$ cat config.mk
export PLATFORM = sky130hd
export DESIGN_NAME = load_store_unit
export DESIGN_NICKNAME = d
export VERILOG_FILES = /design/src/rtl/load_store_unit.sv
export SDC_FILE = /design/constraint.sdc
export NUM_CORES = 1
export LEC_CHECK = 0
export ABC_AREA = 1
export CELL_PAD_IN_SITES_DETAIL_PLACEMENT = 1
export CELL_PAD_IN_SITES_GLOBAL_PLACEMENT = 1
export CORE_UTILIZATION = 33
export DETAILED_ROUTE_END_ITERATION = 16
export GPL_TIMING_DRIVEN = 0
export PLACE_DENSITY_LB_ADDON = 0.25
export SETUP_SLACK_MARGIN = 0.15
export SLEW_MARGIN = 20
export SYNTH_ARGS = -nofsm -noshare
export SYNTH_HDL_FRONTEND = slang
export SYNTH_SLANG_ARGS = --single-unit
$ cat constraint.sdc
create_clock -name clk -period 2.4 [get_ports clk]
set_clock_uncertainty 0.05 [all_clocks]
set_input_delay 0.36 -clock clk [delete_from_list [all_inputs] [get_ports clk]]
set_output_delay 0.36 -clock clk [all_outputs]
set_load 0.005 [all_outputs]
$ cat src/rtl/load_store_unit.sv
// Load/store unit: turns one MEM-stage load or store into a single
// req/gnt/rvalid transaction on a word-addressed data bus, generates byte
// enables and lane-replicated store data, and extends returned load data.
module load_store_unit #(
    parameter int XLEN = 32,
    parameter int BE_W = 4
) (
    input  logic            clk,
    input  logic            rst_n,
    input  logic            mem_read_i,
    input  logic            mem_write_i,
    input  logic [2:0]      funct3_i,
    input  logic [XLEN-1:0] addr_i,
    input  logic [XLEN-1:0] wdata_i,
    output logic            stall_o,
    output logic [XLEN-1:0] rdata_o,
    output logic            rdata_valid_o,
    output logic            misaligned_o,
    output logic            bus_req_o,
    output logic            bus_we_o,
    output logic [XLEN-1:0] bus_addr_o,
    output logic [BE_W-1:0] bus_be_o,
    output logic [XLEN-1:0] bus_wdata_o,
    input  logic            bus_gnt_i,
    input  logic            bus_rvalid_i,
    input  logic [XLEN-1:0] bus_rdata_i
);

    typedef enum logic [1:0] {IDLE, REQ, WAIT, DONE} state_t;

    state_t          state_q, state_d;
    logic            req, is_load, f3_legal, aligned, fault, accept;
    logic [BE_W-1:0] be_d;
    logic [XLEN-1:0] wdata_d;
    logic [2:0]      f3_q;
    logic [1:0]      lane_q;
    logic [XLEN-1:0] shifted;
    logic [7:0]      byte_sel;
    logic [15:0]     half_sel;
    logic [XLEN-1:0] load_ext;

    // Decode the incoming request: legality, alignment, byte enables and store lanes
    always_comb begin
        req      = mem_read_i | mem_write_i;
        is_load  = mem_read_i;
        f3_legal = 1'b0;
        aligned  = 1'b0;
        be_d     = '1;
        wdata_d  = wdata_i;
        if (is_load) begin
            f3_legal = (funct3_i[1:0] != 2'b11) && !(funct3_i[2] && funct3_i[1]);
        end else begin
            f3_legal = !funct3_i[2] && (funct3_i[1:0] != 2'b11);
        end
        case (funct3_i[1:0])
            2'b00: begin
                aligned = 1'b1;
                be_d    = 4'b0001 << addr_i[1:0];
                wdata_d = {4{wdata_i[7:0]}};
            end
            2'b01: begin
                aligned = ~addr_i[0];
                be_d    = addr_i[1] ? 4'b1100 : 4'b0011;
                wdata_d = {2{wdata_i[15:0]}};
            end
            2'b10: begin
                aligned = (addr_i[1:0] == 2'b00);
            end
            default: begin
                aligned = 1'b0;
            end
        endcase
        fault  = req & ~(f3_legal & aligned);
        accept = req & f3_legal & aligned;
    end

    // State register
    always_ff @(posedge clk or negedge rst_n) begin
        if (!rst_n) begin
            state_q <= IDLE;
        end else begin
            state_q <= state_d;
        end
    end

    // Next-state logic plus combinational stall and fault flags
    always_comb begin
        state_d      = state_q;
        stall_o      = 1'b0;
        misaligned_o = 1'b0;
        case (state_q)
            IDLE: begin
                misaligned_o = fault;
                stall_o      = accept;
                if (accept) state_d = REQ;
            end
            REQ: begin
                stall_o = 1'b1;
                if (bus_gnt_i) state_d = bus_we_o ? DONE : WAIT;
            end
            WAIT: begin
                stall_o = 1'b1;
                if (bus_rvalid_i) state_d = DONE;
            end
            DONE: begin
                // mem_*_i still carry the instruction just completed
                state_d = IDLE;
            end
            default: state_d = IDLE;
        endcase
        if (!rst_n) begin
            stall_o      = 1'b0;
            misaligned_o = 1'b0;
        end
    end

    // Select the addressed lane of the returned word and extend it
    always_comb begin
        shifted  = bus_rdata_i >> {lane_q, 3'b000};
        byte_sel = shifted[7:0];
        half_sel = lane_q[1] ? bus_rdata_i[31:16] : bus_rdata_i[15:0];
        case (f3_q)
            3'b000:  load_ext = {{24{byte_sel[7]}}, byte_sel};
            3'b001:  load_ext = {{16{half_sel[15]}}, half_sel};
            3'b100:  load_ext = {{24{1'b0}}, byte_sel};
            3'b101:  load_ext = {{16{1'b0}}, half_sel};
            default: load_ext = bus_rdata_i;
        endcase
    end

    // Registered bus outputs, access attributes and load result
    always_ff @(posedge clk or negedge rst_n) begin
        if (!rst_n) begin
            bus_req_o     <= 1'b0;
            bus_we_o      <= 1'b0;
            bus_addr_o    <= '0;
            bus_be_o      <= '0;
            bus_wdata_o   <= '0;
            rdata_o       <= '0;
            rdata_valid_o <= 1'b0;
            f3_q          <= '0;
            lane_q        <= '0;
        end else begin
            rdata_valid_o <= 1'b0;
            case (state_q)
                IDLE: begin
                    if (accept) begin
                        bus_req_o   <= 1'b1;
                        bus_we_o    <= ~is_load;
                        bus_addr_o  <= {addr_i[XLEN-1:2], 2'b00};
                        bus_be_o    <= be_d;
                        bus_wdata_o <= is_load ? '0 : wdata_d;
                        f3_q        <= funct3_i;
                        lane_q      <= addr_i[1:0];
                    end
                end
                REQ: begin
                    if (bus_gnt_i) bus_req_o <= 1'b0;
                end
                WAIT: begin
                    if (bus_rvalid_i) begin
                        rdata_o       <= load_ext;
                        rdata_valid_o <= 1'b1;
                    end
                end
                default: ;
            endcase
        end
    end

endmodule

# Yosys cells after proc, flatten, opt, wreduce, memory -nomap -nowiden

Cells that the tools add are included.

Eq/ne operators: 12
Shifts and indexed selects: 2
Mux-type cells: 22
Bitwise operators: 8
Reduce and logical (&&, ||, !) cells: 15

Operators with widths:

| kind                | number |
|---|---|
| $pmux 32 s4         | 1 |
| $pmux 32 s2         | 1 |
| $mux 32             | 1 |
| $shr 32x5->8        | 1 |
| $mux 16             | 1 |
| $mux 1              | 9 |
| $ne 2x2->1 const B  | 4 |
| $pmux 2 s4          | 1 |
| $pmux 4 s2          | 1 |
| $eq 2x2->1 const B  | 3 |
| $eq 3x3->1 const B  | 2 |
| $logic_not 2->1     | 3 |
| $mux 2              | 3 |
| $reduce_and 3->1    | 2 |
| $and 1x1->1         | 4 |
| $eq 2x1->1 const B  | 2 |
| $mux 4              | 1 |
| $pmux 1 s2          | 2 |
| $reduce_and 2->1    | 2 |
| $shl 1x2->4 const A | 1 |
| $eq 3x1->1 const B  | 1 |
| $logic_and 1x1->1   | 3 |
| $logic_not 3->1     | 1 |
| $not 1->1           | 3 |
| 5 further kinds     | 6 |

Register bits after elaboration: 108
Input port bits: 105
Output and inout bits: 105
Logic and storage cells: 69

# Logic depth before layout (Yosys ltp)

Depth after elaboration: 9
Depth in mapped cells: 9
Mapped depth without buffers: 9

# Least setup slack after synthesis

Ideal clock, no wire load.

Kind: register to output
Start point: reg state_q[0]
End point: out stall_o
Data arrival time: 1.318 ns
Path slack: 0.672 ns
Cell stages (with the launch flop): 8
Path through: dfrtp_1 inv_1 ha_1 inv_1 nor2_1 nand3_4 inv_2 o21a_1

Word-level cells in the longest chain between the ends: 4
Elaborated cells on any way between the ends: 6
Those cells by class: eq/ne: 2; mux: 2; reduce/logical: 2

RTL lines:

| item                                     | RTL line | RTL |
|---|---|---|
| start, declared                          | 31       | `state_t state_q, state_d;` |
| start signal, assigned                   | 82       | `state_q <= state_d;` |
| $eq 2x2->1 or $eq 2x1->1 (tied branches) | 91       | `case (state_q)` |
| $reduce_or 2->1 (no source line)         | --       |  |
| $pmux 1 s2 (*)                           | 91       |  |
| $mux 1 (*)                               | 111      | `if (!rst_n) begin` |
| end, declared                            | 15       | `output logic stall_o,` |

Mark *: on every way between the ends. The rest lies on a longest branch, timed or not.

# Worst setup path in the final report

Same ends and word-level chain as after synthesis.

==> flow_summary_export.csv <==
group,metric,value,unit
place,pre_cts_ws,-422,ps
critical_path,r2r-end,"rdata_o[25]",
route,vias_per_cell,4.73,
clock_tree,clock_tree.root_cell,"clkbuf_16",
pwr,comb_power_share,49.1,%
synth,syn_area,5390,um2
clock_tree,htreeDepth,3,
run,maxCapViolations,0,
synth,synth.avg_cell_area,7.48,um2
clock_tree,clk_path_buf_depth,2,
pwr,power.density,1120,nW/um2
clock_tree,cts_tree,"built",
route,wirelength,18900,um
global_routing,grt_usage,22.9,%
pwr,switching_power,3270,uW
sta,tightestPinTransition,651,ps
final_layout,nFillCells,1949,
die,die_y,130,um
place,dp_hpwl,14400,um
pwr,power_frac_seq,34.3,%
route,detail_route.wl_per_cell,16.2,um
clock_tree,path_clk_slew,70,ps
synth,yosysWarnings,0,
pwr,vdd_drop_max,0.503,mV
sta,slew_headroom,56.5,%
synth,ys_seq_area_share,50.1,%
run_status,status,"finished with violations",
place,dp_cells,1145,
route,remaining_drc_errors,0,
final_layout,antennaDiodeCount,0,
route,firstDrtPassIters,4,
place,gpl.final_weighted_congestion,0.848,
run_status,violations,"negative hold slack",
critical_path,crit_path_end_kind,"output pin",
global_routing,grt_pass1_vias,5753,
synth,async_flop_share,100,%
die,num_io_pins,210,
place,port_buffers,206,
sta,setup_ws,224,ps
final_layout,area_growth,51.6,%
route,via_count,5533,
clock_tree,cts.sinks,108,
hold_path,hold_class,"in2async",
sta,rsz0062_at_grt,"false",
sta,setup_viol,0,
route,ant_nets,0,
global_routing,antenna_found_initial,1,
clock_tree,numCtsBuffers,9,
pwr,sw_frac_of_total,35.8,%
global_routing,grt_pass1_wl,29400,um
synth,ys_seq_elements,108,
critical_path,cp_max_fo,4,
clock_tree,clk_latency,350,ps
pwr,internal_power,5870,uW
final_layout,fin_util,51.3,%
synth,synth_edf_count,0,
final_layout,finalNonFillerCells,1169,
synth,syn_inst,721,
final_layout,fin_nets,1059,
critical_path,r2r_slack,390,ps
route,drtIter0Drc,181,
synth,yosysUniqueCellTypes,28,
critical_path,path_class,"reg2out",
critical_path,cp.arrival,1770,ps
die,dieArea,16900,um2
sta,finalCritPeriodShare,90.7,%
sta,hold_viol_final,58,
global_routing,overflow,0,
critical_path,r2r_start,"state_q[1]",
die,coreArea,15900,um2
synth,synth_ff_type,"dfrtp_1",
final_layout,multiInputGateArea,2310,um2
die,start_util,33.8,%
sta,period_needed,2180,ps
die,die_w,130,um
critical_path,rr_worst_depth,8,
die,rows,46,
critical_path,start_kind,"register",
pwr,clock_power_share,16.5,%
final_layout,final-seq-area,2700,um2
pwr,p_leak,0.00398,uW
sta,fmax,460,MHz
global_routing,grt_max_degree,76,
critical_path,cp.required,1990,ps
sta,hold_ws,-42.3,ps
sta,maxSlewViolCount,0,
final_layout,drive_above_1_share,7.35,%
## state kept, by name (all words and copies together), names as in the netlist
name and flops:
bus_addr_o 30, rdata_valid_o 1, f3_q 3, state_q 2, rdata_o 32, bus_wdata_o 32
bus_be_o 4, bus_req_o 1, bus_we_o 1, lane_q 2
## stage by stage
stage | instance area (um2) | setup TNS, ps | total power, uW
2_1_floorplan | 5400 | 0 | 5070
3_3_place_gp | 7730 | -386580 | 7460
3_5_place_dp | 7760 | -534 | 7590
4_1_cts | 8140 | 0 | 9230
5_1_grt | 8170 | 0 | 9850
6_report | 8170 | 0 | 9140
## timing repair
action                     CTS  global route
resized for setup           10             3
hold buffers                 3             2
buffers inserted             4             0
setup endpoints to repair    2             2
pin swaps                    1             1
hold endpoints to repair    35             5
## final cells by class
class | count | share of cell area (%)
Multi-Input combinational cell | 522 | 28.3
Timing Repair Buffer | 216 | 26.8
Tap cell | 216 | 3.31
Inverter | 56 | 2.63
Clock inverter | 4 | 0.612
Buffer | 36 | 2.33
Clock buffer | 11 | 2.97
Sequential cell | 108 | 33.1
## power groups by stage
stage / registers, uW / logic, uW / clock network, uW
floorplan: 3180 / 1890 / 0
global placement: 3160 / 4300 / 0
detailed placement: 3170 / 4420 / 0
CTS: 3150 / 4530 / 1560
global route: 3250 / 5000 / 1600
finish: 3140 / 4490 / 1510
## worst max-delay path, stage by stage (launching register included)
cell and delay, ps:
dfrtp_2 420, inv_2 110, ha_4 150, inv_1 60
nor2_4 110, nand3_4 120, inv_6 90, o21a_1 110
dlygate4sd2_1 240
## logic make-up (layout without fill, tap and decap cells)
group	count (synthesis)	after routing	synth area share (%)
flip-flops	108	108	50.1
buffers and inverters	92	323	7.43
AO/OA/AOI/OAI	85	85	8.66
AND/OR/NAND/NOR	430	430	32.6
adder cells (fa/ha/maj)	5	5	1.16
other	1	2	0.0696
## cell usage in the layout (no fill, tap or decap), drive strengths merged
master,synthesis,routed
nand2,294,294
nand3,45,45
or2,19,19
clkdlybuf4s50,0,201
a21oi,35,35
clkinv,1,2
nor2,66,66
o22ai,4,4
dfrtp,108,108
clkbuf,17,28
o211ai,10,10
inv,55,55
a211oi,1,1
nand3b,2,2
dlygate4sd3,0,3
dlymetal6s2s,0,1
o21ai,33,33
bufinv,0,1
nor3b,1,1
conb,1,2
dlygate4sd2,0,3
o21a,2,2
ha,5,5
clkinvlp,0,2
buf,19,27
nor3,3,3
## cell usage after synthesis, types with 4 or more instances
| library cell | number | area [um2] |
|---|---|---|
| nor2_1 | 65 | 244 |
| ha_1 | 5 | 62.6 |
| a21oi_1 | 35 | 175 |
| o21ai_0 | 32 | 160 |
| nand2_1 | 293 | 1100 |
| or2_2 | 19 | 119 |
| inv_1 | 52 | 195 |
| o22ai_1 | 4 | 25.0 |
| clkbuf_1 | 17 | 63.8 |
| dfrtp_1 | 108 | 2700 |
| buf_4 | 6 | 45.0 |
| buf_2 | 8 | 40.0 |
| o211ai_1 | 10 | 75.1 |
| nand3_1 | 44 | 220 |
## worst max path at each step
stage	startpoint	end	slack, ps
after floorplan	state_q[0]	stall_o	670
after global placement	rst_n	misaligned_o	-3620
after detailed placement	mem_read_i	stall_o	-420
after CTS	state_q[0]	stall_o	130
after global routing	state_q[0]	stall_o	140
final	state_q[0]	stall_o	220
## metal layers
layer | global-route usage, % | part of all wire [%] | vias to the layer above
li1 | - | - | 2701
met1 | 26.4 | 41 | 2641
met2 | 39.3 | 49 | 167
met3 | 8.16 | 8.7 | 22
met4 | 7.59 | 1.5 | 2
met5 | 0 | 0.058 | -
(Power assumes the default switching activity.)
